--- src/rtl/pipe_stage_skid.sv ---
// pipe_stage_skid: pipeline stage register with valid/ready handshake, two-entry skid buffer, flush and control squashing
//   clk, rst (async active-low), flush (sync discard of held entries)
//   in_valid/in_ready/in_data/in_ctrl    upstream side, in_ready comes straight from a flop
//   out_valid/out_ready/out_data/out_ctrl downstream side, out_ctrl zeroed while out_valid=0
//   count                                 held entries 0..2
module pipe_stage_skid #(
  parameter int DATA_W = 48,
  parameter int CTRL_W = 8
) (
  input  logic              clk,
  input  logic              rst,
  input  logic              flush,
  input  logic              in_valid,
  output logic              in_ready,
  input  logic [DATA_W-1:0] in_data,
  input  logic [CTRL_W-1:0] in_ctrl,
  output logic              out_valid,
  input  logic              out_ready,
  output logic [DATA_W-1:0] out_data,
  output logic [CTRL_W-1:0] out_ctrl,
  output logic [1:0]        count
);
  typedef enum logic [1:0] {EMPTY = 2'd0, ONE = 2'd1, TWO = 2'd2} state_e;
  state_e state_q, state_d;
  logic ready_q;
  logic [DATA_W-1:0] main_data_q, main_data_d, skid_data_q, skid_data_d;
  logic [CTRL_W-1:0] main_ctrl_q, main_ctrl_d, skid_ctrl_q, skid_ctrl_d;
  logic in_fire, out_fire;
  assign out_valid = state_q != EMPTY;
  assign in_ready  = ready_q;
  assign in_fire   = in_valid & ready_q;
  assign out_fire  = out_valid & out_ready;
  assign count     = state_q;
  assign out_data  = main_data_q;
  assign out_ctrl  = out_valid ? main_ctrl_q : '0;
  always_comb begin
    state_d     = state_q;
    main_data_d = main_data_q;
    main_ctrl_d = main_ctrl_q;
    skid_data_d = skid_data_q;
    skid_ctrl_d = skid_ctrl_q;
    case (state_q)
      EMPTY: if (in_fire) begin
        state_d     = ONE;
        main_data_d = in_data;
        main_ctrl_d = in_ctrl;
      end
      ONE: if (in_fire && out_fire) begin
        main_data_d = in_data;
        main_ctrl_d = in_ctrl;
      end else if (in_fire) begin
        state_d     = TWO;
        skid_data_d = in_data;
        skid_ctrl_d = in_ctrl;
      end else if (out_fire) begin
        state_d = EMPTY;
      end
      TWO: if (out_fire) begin
        state_d     = ONE;
        main_data_d = skid_data_q;
        main_ctrl_d = skid_ctrl_q;
      end
      default: state_d = EMPTY;
    endcase
    if (flush) state_d = EMPTY;
  end
  // ready is registered from the next state so no path exists from out_ready/in_valid to in_ready
  always_ff @(posedge clk or negedge rst) begin
    if (!rst) begin
      state_q     <= EMPTY;
      ready_q     <= 1'b1;
      main_data_q <= '0;
      main_ctrl_q <= '0;
      skid_data_q <= '0;
      skid_ctrl_q <= '0;
    end else begin
      state_q     <= state_d;
      ready_q     <= state_d != TWO;
      main_data_q <= main_data_d;
      main_ctrl_q <= main_ctrl_d;
      skid_data_q <= skid_data_d;
      skid_ctrl_q <= skid_ctrl_d;
    end
  end
endmodule

--- config.mk ---
export PLATFORM = sky130hd
export DESIGN_NAME = pipe_stage_skid
export DESIGN_NICKNAME = d
export VERILOG_FILES = /design/src/rtl/pipe_stage_skid.sv
export SDC_FILE = /design/constraint.sdc
export NUM_CORES = 1
export LEC_CHECK = 0
export BUFFER_PORTS_ARGS = -buffer_cell sky130_fd_sc_hd__buf_2
export CAP_MARGIN = 15
export CORE_AREA = 2 2 133 148
export CTS_CLUSTER_SIZE = 40
export DETAILED_ROUTE_END_ITERATION = 8
export DIE_AREA = 0 0 135 150
export GPL_ROUTABILITY_DRIVEN = 0
export SLEW_MARGIN = 25
export SYNTH_ARGS = -nofsm -noshare
export SYNTH_HDL_FRONTEND = slang
export SYNTH_SLANG_ARGS = --single-unit
--- constraint.sdc ---
create_clock -name clk -period 2.3 [get_ports clk]
set_input_delay 0.115 -clock clk [delete_from_list [all_inputs] [get_ports clk]]
set_output_delay 0.115 -clock clk [all_outputs]
set_load 0.1 [all_outputs]
* After elaboration in Yosys (flattened, before gate mapping) *
Cells that the tools add are included.

cells by class
  bitwise operators = 3
  shift operators = 0
  reductions and logical operators = 6
  $mul = 0
  eq/ne operators = 6
  order comparisons = 0
  add/subtract/negate cells = 0
  divide/modulo/power cells = 0
  multiplexer cells = 16

operator list
  kind                count
  $mux 48             3
  $pmux 48 s3         1
  $mux 8              4
  $pmux 8 s3          1
  $mux 2              6
  $ne 2x2->1 const B  4
  $pmux 2 s3          1
  $reduce_and 4->1    1
  $reduce_and 3->1    1
  $reduce_bool 3->1   1
  $and 1x1->1         2
  $eq 2x1->1 const B  1
  $eq 2x2->1 const B  1
  $logic_not 2->1     1
  $reduce_bool 2->1   1
  $logic_and 1x1->1   1
  $not 1->1           1

storage, ports and cells
  word-level logic and storage cells = 37
  memories = 0
  output and inout bits = 60
  memory bits (read-only) = 0
  latch bits = 0
  input bits = 61
  memory bits (writable) = 0
  register bits after elaboration = 115

* Longest topological paths before layout *
Gate-level depths: netlist (run 1).

  depth in word-level cells = 8
  depth in mapped cells = 6
  depth with buffers taken out = 3

* Worst setup path before layout (run 1) *
Ideal clock, no wire load.

  path type = reg-to-output
  from = register state_q[1] (netlist: count[1])
  to = output out_ctrl[0]
  setup slack = -508 ps
  stages on the path, launching flop included = 3
  buffers on the path = 0
  arrival = 2693 ps
  cell sequence = dfrtp_1 -> nor2_1 -> nor2b_1

between the ends
  word-level cells in the longest chain between the ends = 2

RTL lines
  what                    line  text
  from (decl)             24    state_e state_q, state_d;
  from (signal assigned)  77    state_q <= state_d;
  $reduce_bool 2->1       29    assign out_valid = state_q != EMPTY;
  $mux 8                  35    assign out_ctrl = out_valid ? main_ctrl_q : '0;
  to (decl)               20    output logic [CTRL_W-1:0] out_ctrl,

Every way passes these cells.

* Worst setup path in the final report (run 1) *
Ends and elaborated chain as after synthesis.

==> results.env, run 1 <==
STATUS='completed'
CLK_PIN_SLEW_WORST_PATHS_NS=0.05
FINAL_PERIOD_MINUS_WORST_SETUP_SLACK_NS=1.94
WORST-SETUP-PATH-TYPE='flop to output port'
CRIT_PATH_END_KIND='output port'
POST_CTS.RESIZED_INSTANCES=0
DP_HPWL_MM=7.85
SYNTH_AREA_UM2=4960
ROUTED_WIRELENGTH_MM=13.0
YOSYS_REGISTER_BITS=115
ANTENNA_VIOLATING_NETS_POST_ROUTE=0
GROUTE.LAYER.MET3.USAGE_PCT=3.39
CLKSINKCOUNT=115
YS_WARN_COUNT=0
GRT_SETUP_UNREPAIRED='false'
TOTAL_DIE_AREA_UM2=20300
GRT_BUSIEST_LAYER='met2'
CLK_PATH_BUF_DEPTH=2
DETAILEDPLACE.WORSTSLACK_NS=0.513
LAYOUT.NETS=577
POSTSYNTH.TOPFLOPCELL='sky130_fd_sc_hd__dfrtp_1'
PORT-BUFFER-COUNT=120
FMAXACHIEVABLE_MHz=514
POSTPLACECELLAREA_UM2=5880
NETS_IN_THE_SYNTHESIZED_NETLIST=399
GRT_FIRST_PASS_WIRELENGTH_MM=20.7
SYNTH-SEQ-AREA-SHARE_PCT=58.0
TIMING.CRITICAL_PATH.FROM_TYPE='flop'
WORST_SETUP_PATH_STARTPOINT='count[1]'
MAX_CAP_VIOLATIONS=0
DRT_PASS1_ITERATIONS=4
POST-LAYOUT-TOTAL-POWER_uW=7640
ARRIVAL_NS=1.83
MAXSLEWVIOLCOUNT=0
LEAKAGEPOWER_uW=0.00314
DIEWIDTH_UM=135
DETAIL_ROUTE.DRC_VIOLATIONS=0
GRTUSAGEMET1_PCT=16.1
ASYNC_FLOP_SHARE_PCT=100
FLOORPLAN.INITIALDENSITY_PCT=26.4
CTSHTREEMAXLEVEL=4
POST-ROUTE-WORST-SETUP-SLACK_NS=0.356
CTSROOTBUFFERMASTER='sky130_fd_sc_hd__clkbuf_16'
DRIVE_GT1_SHARE_PCT=41.6
AREA_GROWTH_SYN_TO_FIN_PCT=41.8
ROUTE.DETAILED.VIAS_PER_INST=4.75
SYNTH_AREA_PER_CELL_UM2=14.7
GRT_ANTENNA_BEFORE_REPAIR=0
MAX_SLEW.WORST_PIN.SLEW_NS=0.540
TRITONCTS.NUM_BUFFERS=17
PLACEABLECOREAREA_UM2=18800
WORST-ENDPOINT-REQUIRED_NS=2.18
INITIALDRTVIOLATIONCOUNT=136
SYNTHESIS.INSTANCES=338
CRITICAL_PATH_PEAK_FANOUT=9
DIODES=0
REG2REG_FROM='in_ready'
IOPINCOUNT=121
CELL_AREA_POWER_DENSITY_nW_PER_UM2=1090
SYNTHDISTINCTLIBCELLS=25
TIMING.FINAL.CRIT_SHARE_PCT=84.5
SETUP-VIOLATIONS-FINAL=0
ROUTE.DETAILED.WL_PER_INST_UM=16.7
VIAS=3683
HOLD_START='out_ready'
GRT_REMAINING_OVERFLOW=0
GRT_USAGE_PCT=13.3
FINCLKSKEW_NS=0.00624
GRT.MET2_USAGE_PCT=23.0
WORSTSKEWPAIRLATENCY_NS=0.40
WORST_HOLD_PATH_TYPE='input port to flop'
TIMING_HOLD_VIOLATIONS_FINAL=0
FIRST_GLOBAL_VIAS=4014
POST-ROUTE-CELL-AREA_UM2=7040
FLOORPLAN.ROWS=53
FINAL_UTIL_PCT=37.4
MAX-VDD-IR-DROP_mV=0.470
GRT_START_MAX_NET_PINS=58
DIE_H_UM=150
SYNTH_EDF_COUNT=0
MAX-SLEW-MARGIN-REL_PCT=64.0
CTS_TREE='built'
[state kept, by name (all words and copies together) (netlist names)]
| name | count |
|---|---|
| main_ctrl_q | 8 |
| count | 2 |
| skid_data_q | 48 |
| out_data | 48 |
| skid_ctrl_q | 8 |
| in_ready | 1 |
[synthesized netlist by cell type, drive strengths merged (2+ instances only)]
cell type,n,share of area [%]
mux2,56,16
o21a,56,8.5
clkbuf,13,0.98
dfrtp,114,57
nand3b,2,0.55
nor2b,9,1.1
buf,18,2.2
inv,3,0.23
o21ai,2,0.20
o32a,56,11
[layer usage]
layer	routed length [µm]	part of all wire (%)	up-vias
li1	-	-	1668
met1	5750	44	1925
met2	6560	50	78
met3	513	3.9	12
met5	0	0	-
met4	174	1.3	0
[layout by cell type (no fill, tap or decap)]
master                          count
sky130_fd_sc_hd__buf_2            119
sky130_fd_sc_hd__dfrtp_1          114
sky130_fd_sc_hd__dlygate4sd3_1     58
sky130_fd_sc_hd__o32a_1            56
sky130_fd_sc_hd__o21a_1            56
sky130_fd_sc_hd__mux2_4            40
sky130_fd_sc_hd__clkbuf_16         17
sky130_fd_sc_hd__mux2_2            16
sky130_fd_sc_hd__buf_4              9
sky130_fd_sc_hd__nor2b_1            8
sky130_fd_sc_hd__clkbuf_1           5
sky130_fd_sc_hd__clkinv_2           4
sky130_fd_sc_hd__buf_12             4
sky130_fd_sc_hd__inv_1              3
sky130_fd_sc_hd__bufinv_16          3
sky130_fd_sc_hd__clkinvlp_4         2
sky130_fd_sc_hd__nor2_1             1
sky130_fd_sc_hd__nor2b_4            1
sky130_fd_sc_hd__a211oi_1           1
sky130_fd_sc_hd__and3_1             1
sky130_fd_sc_hd__o21ai_0            1
sky130_fd_sc_hd__nor4b_1            1
sky130_fd_sc_hd__nand4b_1           1
sky130_fd_sc_hd__nand2b_1           1
sky130_fd_sc_hd__a211o_1            1
sky130_fd_sc_hd__nand3b_4           1
sky130_fd_sc_hd__nand3b_1           1
sky130_fd_sc_hd__o21ai_4            1
sky130_fd_sc_hd__or3b_4             1
sky130_fd_sc_hd__clkinv_4           1
sky130_fd_sc_hd__dfstp_2            1
[cell families (layout without fill, tap and decap cells)]
kind of cell / Yosys count / in the layout / share of synthesized area [%]
flip-flops: 115 / 115 / 58.0
AND/OR/NAND/NOR: 17 / 17 / 2.55
multiplexers: 56 / 56 / 15.7
AO/OA/AOI/OAI: 116 / 116 / 20.3
buffers and inverters: 34 / 225 / 3.43
[stage by stage]
stage / instances / hold slack, ns / TNS, ns
after detailed placement: 686 / 0.115 / 0
after CTS: 776 / 0.0301 / 0
after global placement: 686 / 0.101 / 0
after global routing: 776 / 0.0335 / 0
after floorplan: 338 / -0.181 / -4.07
final: 776 / 0.0501 / 0
[final timing paths]
check | to | slack, ns | depth (start not counted)
max in group asynchronous | in_ready | 1.39 | 3
setup reg to reg | skid_data_q[35] | 0.50 | 4
hold / removal | in_ready | 0.05 | 2
hold reg to reg | main_ctrl_q[4] | 0.48 | 1
min in group asynchronous | main_ctrl_q[4] | 0.23 | 2
setup / recovery | out_ctrl[0] | 0.36 | 4
[critical path: stages (launching register included)]
cell and delay, ns:
sky130_fd_sc_hd__dfrtp_1 0.47, sky130_fd_sc_hd__nor2_1 0.11, sky130_fd_sc_hd__buf_4 0.19, sky130_fd_sc_hd__nor2b_1 0.19, sky130_fd_sc_hd__buf_2 0.46
[power breakdown]
part | internal [µW] | switching [µW]
clock | 1700 | 915
combinational | 751 | 1560
sequential | 2470 | 247
[final cells by class]
class                      instances  area, µm²
clock buffer                      22        444
clock inverter                    10        134
fill                            1823      11800
inverter                           3       11.3
multi-input combinational        189       1940
sequential                       115       2880
tap                              247        309
timing repair buffer             190       1320
[repair_timing]
action | 4_1_cts | 5_1_grt
setup endpoints to repair | 0 | 0
hold endpoints to repair | 91 | 0
buffers inserted | 0 | 0
hold buffers | 58 | 0
Power figures use the tool's default switching activity.
==> inputs of run 2 (changes only) <==
==> constraint.sdc (replaced) <==
create_clock -name clk -period 2 [get_ports clk]
set_input_delay 0.1 -clock clk [delete_from_list [all_inputs] [get_ports clk]]
set_output_delay 0.1 -clock clk [all_outputs]
set_load 0.1 [all_outputs]
==> results.env, run 2 (synthesis gave the netlist of run 1 again) <==
TIMING.FINAL.CRIT_SHARE_PCT=91.3
SWITCHING_SHARE_PCT=37.1
ANTENNA_VIOLATING_NETS_POST_ROUTE=0
GRT_USAGE_PCT=13.4
FIRST_GLOBAL_VIAS=3993
HOLD_PATH_END='count[0]'
GRT_REMAINING_OVERFLOW=0
PLACEABLECOREAREA_UM2=18800
FINCLKSKEW_NS=0.00833
CLKSINKCOUNT=115
TOTAL_DIE_AREA_UM2=20300
STATUS='completed'
DIE_H_UM=150
SETUP_TOTAL_NEGATIVE_SLACK_NS=0
HOLD_START='in_valid'
CTS.REPAIR_TIMING.SETUP_BUFFER_COUNT=0
FMAXACHIEVABLE_MHz=547
POWER.CLOCK.FRACTION_PCT=32.8
FLOORPLAN.INITIALDENSITY_PCT=26.4
P_SWITCHING_uW=3210
TIMING_HOLD_VIOLATIONS_FINAL=0
TIMING.CRITICAL_PATH.FROM_TYPE='flop'
MAX_CAP_VIOLATIONS=0
MAXSLEWVIOLCOUNT=0
LEAKAGEPOWER_uW=0.00319
WORSTSKEWPAIRLATENCY_NS=0.42
FINAL_PERIOD_MINUS_WORST_SETUP_SLACK_NS=1.83
INTERNAL_POWER_uW=5460
IOPINCOUNT=121
MAX-VDD-IR-DROP_mV=0.544
ARRIVAL_NS=2.12
CTSROOTBUFFERMASTER='sky130_fd_sc_hd__clkbuf_16'
CLK_PATH_BUF_DEPTH=2
REG2REG_DEPTH=4
REG2REG_SETUP_SLACK_NS=0.17
CRIT_PATH_END_KIND='flop'
WORST_HOLD_PATH_TYPE='input port to flop'
WORST-ENDPOINT-REQUIRED_NS=2.29
LAYOUT_COMMON_CELLS='sky130_fd_sc_hd__buf_2 (119), sky130_fd_sc_hd__dfrtp_1 (112), sky130_fd_sc_hd__dlygate4sd3_1 (59), sky130_fd_sc_hd__o32a_1 (56), sky130_fd_sc_hd__o21a_1 (56)'
WORST-SETUP-PATH-TYPE='flop to flop'
DP_HPWL_MM=8.17
DRIVE_GT1_SHARE_PCT=44.9
CLK_PIN_SLEW_WORST_PATHS_NS=0.05
REG2REG_FROM='in_ready'
FILLERINSTANCES=1814
DIODES=0
PORT-BUFFER-COUNT=120
ROUTE.DETAILED.VIAS_PER_INST=4.62
MAX_SLEW.WORST_PIN.SLEW_NS=0.523
FLOORPLAN.ROWS=53
INITIALDRTVIOLATIONCOUNT=139
POWER.SHARE.COMBINATIONAL_PCT=31.0
CRITICAL_PATH_PEAK_FANOUT=41
TRITONCTS.NUM_BUFFERS=17
ROUTE.DETAILED.WL_PER_INST_UM=16.7
CTS_TREE='built'
DRT_PASS1_ITERATIONS=4
MOSTFREQUENTLAYOUTCELL='sky130_fd_sc_hd__buf_2'
CELL_AREA_POWER_DENSITY_nW_PER_UM2=1220
MAX-SLEW-MARGIN-REL_PCT=65.4
POST_CTS.RESIZED_INSTANCES=0
GRT_START_MAX_NET_PINS=63
GRT_SETUP_UNREPAIRED='false'
SETUP-VIOLATIONS-FINAL=0
LAYOUT.NETS=582
GRT_FIRST_PASS_WIRELENGTH_MM=20.7
FIN_WORST_HOLD_SLACK_NS=0.0837
AREA_GROWTH_SYN_TO_FIN_PCT=43.3
DETAIL_ROUTE.DRC_VIOLATIONS=0
CRIT-REG2REG-CAPTURE='skid_data_q[45]'
CTSHTREEMAXLEVEL=4
GRT_ANTENNA_BEFORE_REPAIR=0
DIEWIDTH_UM=135
MIN_PATH_CELLS=3
VIAS=3611
POWER.SEQUENTIAL.FRACTION_PCT=36.2
ROUTED_WIRELENGTH_MM=13.0
## run 2: changes by cell type in the layout (fill, tap and decap cells not counted), moves of 2 or more
cell and change:
sky130_fd_sc_hd__dfrtp_1 -2, sky130_fd_sc_hd__nor2b_4 +8, sky130_fd_sc_hd__clkinvlp_4 +3, sky130_fd_sc_hd__nor2b_1 -8, sky130_fd_sc_hd__clkinv_2 +2, sky130_fd_sc_hd__dfrtp_2 +2, sky130_fd_sc_hd__bufinv_16 -2, sky130_fd_sc_hd__buf_4 +5
sky130_fd_sc_hd__clkbuf_1 -5
## run 2: worst max-delay path by stage
stage	startpoint	depth (start not counted)	endpoint	slack, ns
final	in_ready	4	skid_data_q[45]	0.17
after CTS	count[1]	4	out_ctrl[7]	0.16
after floorplan	in_ready	5	skid_data_q[10]	0.004
after global placement	in_ready	4	skid_data_q[45]	0.21
after global routing	in_ready	5	out_data[36]	0.09
after detailed placement	in_ready	5	out_data[21]	0.17
## run 2: power by group through the flow
stage	clock network [µW]	logic, µW	registers (µW)
after global placement	0	2560	3130
after global routing	3050	2800	3190
after floorplan	0	970	4250
after detailed placement	0	2620	3150
final	2850	2690	3130
after CTS	2930	2710	3120
## run 2: cell type report
cell class / count / area [µm²] / area share, %
inverter: 3 / 11.3 / 0.158
multi-input combinational: 189 / 2000 / 28.2
sequential: 115 / 2890 / 40.6
clock inverter: 14 / 115 / 1.62
tap: 247 / 309 / 4.34
timing repair buffer: 195 / 1350 / 19.0
clock buffer: 18 / 439 / 6.17
## run 2: metrics by stage
stage | cell area [µm²] | power [µW] | setup slack [ns] | util [%] | cells
after floorplan | 5040 | 5220 | 0.00380 | - | 338
after detailed placement | 5970 | 5770 | 0.165 | 31.7 | 690
after global placement | 5970 | 5700 | 0.208 | 31.7 | 690
after CTS | 7110 | 8760 | 0.156 | 37.8 | 781
after global routing | 7110 | 9040 | 0.0880 | 37.8 | 781
final | 7110 | 8670 | 0.173 | 37.8 | 781
## run 2: critical path, stage by stage, from the launching register on
cell	delay (ns)
sky130_fd_sc_hd__dfstp_4	0.64
sky130_fd_sc_hd__nand3b_4	0.09
sky130_fd_sc_hd__or3b_4	0.40
sky130_fd_sc_hd__buf_12	0.22
sky130_fd_sc_hd__mux2_4	0.33
## run 2: what timing repair did
action,CTS,global route
hold buffers,59,0
endpoints found under the setup margin,0,0
endpoints found under the hold margin,95,0
## run 2: routing by layer
metal	GRT usage, %	routed length [µm]
met4	5.52	170
met5	0	0
met1	16.1	5870
met3	3.46	464
met2	22.7	6530
==> inputs of run 3 (changes only) <==
--- a/config.mk
+++ b/config.mk
@@ -12,6 +12,7 @@
 export DETAILED_ROUTE_END_ITERATION = 8
 export DIE_AREA = 0 0 135 150
 export GPL_ROUTABILITY_DRIVEN = 0
+export MAX_ROUTING_LAYER = met4
 export SLEW_MARGIN = 25
 export SYNTH_ARGS = -nofsm -noshare
 export SYNTH_HDL_FRONTEND = slang
==> results.env, run 3 (synthesis gave the netlist of run 1 again) <==
STATUS='completed'
FMAXACHIEVABLE_MHz=548
CRITPATHBUFINV=1
CTSROOTBUFFERMASTER='sky130_fd_sc_hd__clkbuf_16'
GROUTE.LAYER.MET3.USAGE_PCT=3.42
WORST-ENDPOINT-REQUIRED_NS=2.30
POST_CTS.RESIZED_INSTANCES=0
INITIALDRTVIOLATIONCOUNT=132
FINAL_PERIOD_MINUS_WORST_SETUP_SLACK_NS=1.83
CTSHTREEMAXLEVEL=4
CRITICAL_PATH.SLOWEST_CELL='sky130_fd_sc_hd__dfstp_4'
DRT_PASS1_ITERATIONS=4
IOPINCOUNT=121
MIN_PATH_CELLS=3
CTS.REPAIR_TIMING.SETUP_BUFFER_COUNT=0
CTS_TREE='built'
DRIVE_GT1_SHARE_PCT=44.9
GRT_ANTENNA_BEFORE_REPAIR=0
DETAILEDPLACE.WORSTSLACK_NS=0.165
ROUTE.DETAILED.VIAS_PER_INST=4.64
MAX_SLEW.WORST_PIN.SLEW_NS=0.523
TIMING.FINAL.CRIT_SHARE_PCT=91.3
ROUTED_WIRELENGTH_MM=13.0
SETUP-VIOLATIONS-FINAL=0
CELL_AREA_POWER_DENSITY_nW_PER_UM2=1220
FLOORPLAN.INITIALDENSITY_PCT=26.4
POST-ROUTE-WORST-SETUP-SLACK_NS=0.174
PORT-BUFFER-COUNT=120
CLKSINKCOUNT=115
GRT_FIRST_PASS_WIRELENGTH_MM=20.6
CRIT_PATH_LEADING_DELAY_FAMILY='flip-flops'
MAX_CAP_VIOLATIONS=0
FINCLKSKEW_NS=0.00727
CLK_PIN_SLEW_WORST_PATHS_NS=0.06
SETUP_TOTAL_NEGATIVE_SLACK_NS=0
DIEWIDTH_UM=135
HOLD_START='in_valid'
LEAKAGEPOWER_uW=0.00319
DIE_H_UM=150
GRT_USAGE_PCT=13.8
GRT_SETUP_UNREPAIRED='false'
TIMING.CRITICAL_PATH.FROM_TYPE='flop'
GRTUSAGEMET1_PCT=16.2
WORST_HOLD_PATH_TYPE='input port to flop'
FILLERINSTANCES=1814
TOTAL_DIE_AREA_UM2=20300
CLK_PATH_BUF_DEPTH=2
CRIT_PATH_END_KIND='flop'
LAYOUT_COMMON_CELLS='sky130_fd_sc_hd__buf_2 (119), sky130_fd_sc_hd__dfrtp_1 (112), sky130_fd_sc_hd__dlygate4sd3_1 (59), sky130_fd_sc_hd__o32a_1 (56), sky130_fd_sc_hd__o21a_1 (56)'
FIRST_GLOBAL_VIAS=3994
GRT_START_MAX_NET_PINS=63
LAYOUT.NETS=582
REG2REG_DEPTH=4
ANTENNA_VIOLATING_NETS_POST_ROUTE=0
DETAIL_ROUTE.DRC_VIOLATIONS=0
POSTPLACECELLAREA_UM2=5970
MAX_STAGE_DELAY_NS=0.64
CRIT-REG2REG-CAPTURE='skid_data_q[8]'
VIAS=3625
ROUTE.DETAILED.WL_PER_INST_UM=16.7
REG2REG_FROM='in_ready'
ARRIVAL_NS=2.12
MAX-VDD-IR-DROP_mV=0.548
TIMING.CRITICAL_PATH.CELLS='nand3b_4, or3b_4, buf_12, mux2_4'
POST-ROUTE-CELL-AREA_UM2=7110
GRT_BUSIEST_LAYER='met2'
FIN_WORST_HOLD_SLACK_NS=0.0805
DP_HPWL_MM=8.17
MAXSLEWVIOLCOUNT=0
MAX-SLEW-MARGIN-REL_PCT=65.4
CRITICAL_PATH_PEAK_FANOUT=41
FLOORPLAN.ROWS=53
WORST-SETUP-PATH-TYPE='flop to flop'
TIMING_HOLD_VIOLATIONS_FINAL=0
TRITONCTS.NUM_BUFFERS=17
PLACEABLECOREAREA_UM2=18800
WORSTSKEWPAIRLATENCY_NS=0.41
DIODES=0
GRT.MET2_USAGE_PCT=22.7
HOLD_PATH_END='count[0]'
REG2REG_SETUP_SLACK_NS=0.17
MOSTFREQUENTLAYOUTCELL='sky130_fd_sc_hd__buf_2'
AREA_GROWTH_SYN_TO_FIN_PCT=43.3
GRT_REMAINING_OVERFLOW=0
## run 3: power breakdown
part	internal (µW)	total (µW)	switching, µW
Sequential	2840	3130	293
Clock	1720	2850	1120
Combinational	890	2690	1800
Total	5450	8670	3210
## run 3: worst max path at each step
stage                  start               to  slack [ns]  cells past startpoint
floorplan           in_ready  skid_data_q[10]       0.004                      5
global placement    in_ready  skid_data_q[45]        0.21                      4
detailed placement  in_ready     out_data[21]        0.17                      5
CTS                 count[1]      out_ctrl[7]        0.16                      4
global route        in_ready     out_data[36]        0.09                      5
finish              in_ready   skid_data_q[8]        0.17                      4
## run 3: worst register-to-register path: cells and delay by family (launching register included)
family | cells | cell delay, ns
flops | 1 | 0.64
mux | 1 | 0.36
simple gates | 2 | 0.49
buf+inv | 1 | 0.22
## run 3: timing repair
| item | in CTS | in global routing |
|---|---|---|
| endpoints found under the setup margin | 0 | 0 |
| hold buffers | 59 | 0 |
| hold endpoints to repair | 95 | 0 |
## run 3: stage by stage
step	instances	util (%)	total power (µW)
2_1_floorplan	338	-	5220
3_3_place_gp	690	31.7	5700
3_5_place_dp	690	31.7	5770
4_1_cts	781	37.8	8760
5_1_grt	781	37.8	9040
6_report	781	37.8	8670
## run 3: final cells by class
| class | count | area (µm²) | area share, % |
|---|---|---|---|
| inverter | 3 | 11.3 | 0.158 |
| sequential | 115 | 2890 | 40.6 |
| tap | 247 | 309 | 4.34 |
| timing repair buffer | 195 | 1350 | 19.0 |
| clock inverter | 14 | 115 | 1.62 |
| multi-input combinational | 189 | 2000 | 28.2 |
| clock buffer | 18 | 439 | 6.17 |
## run 3: metal layers
layer	wire (µm)	share of wire, %	up-vias
met5	0	0	-
met4	167	1.3	0
met3	471	3.6	15
met2	6500	50	86
met1	5910	45	1849
li1	-	-	1675
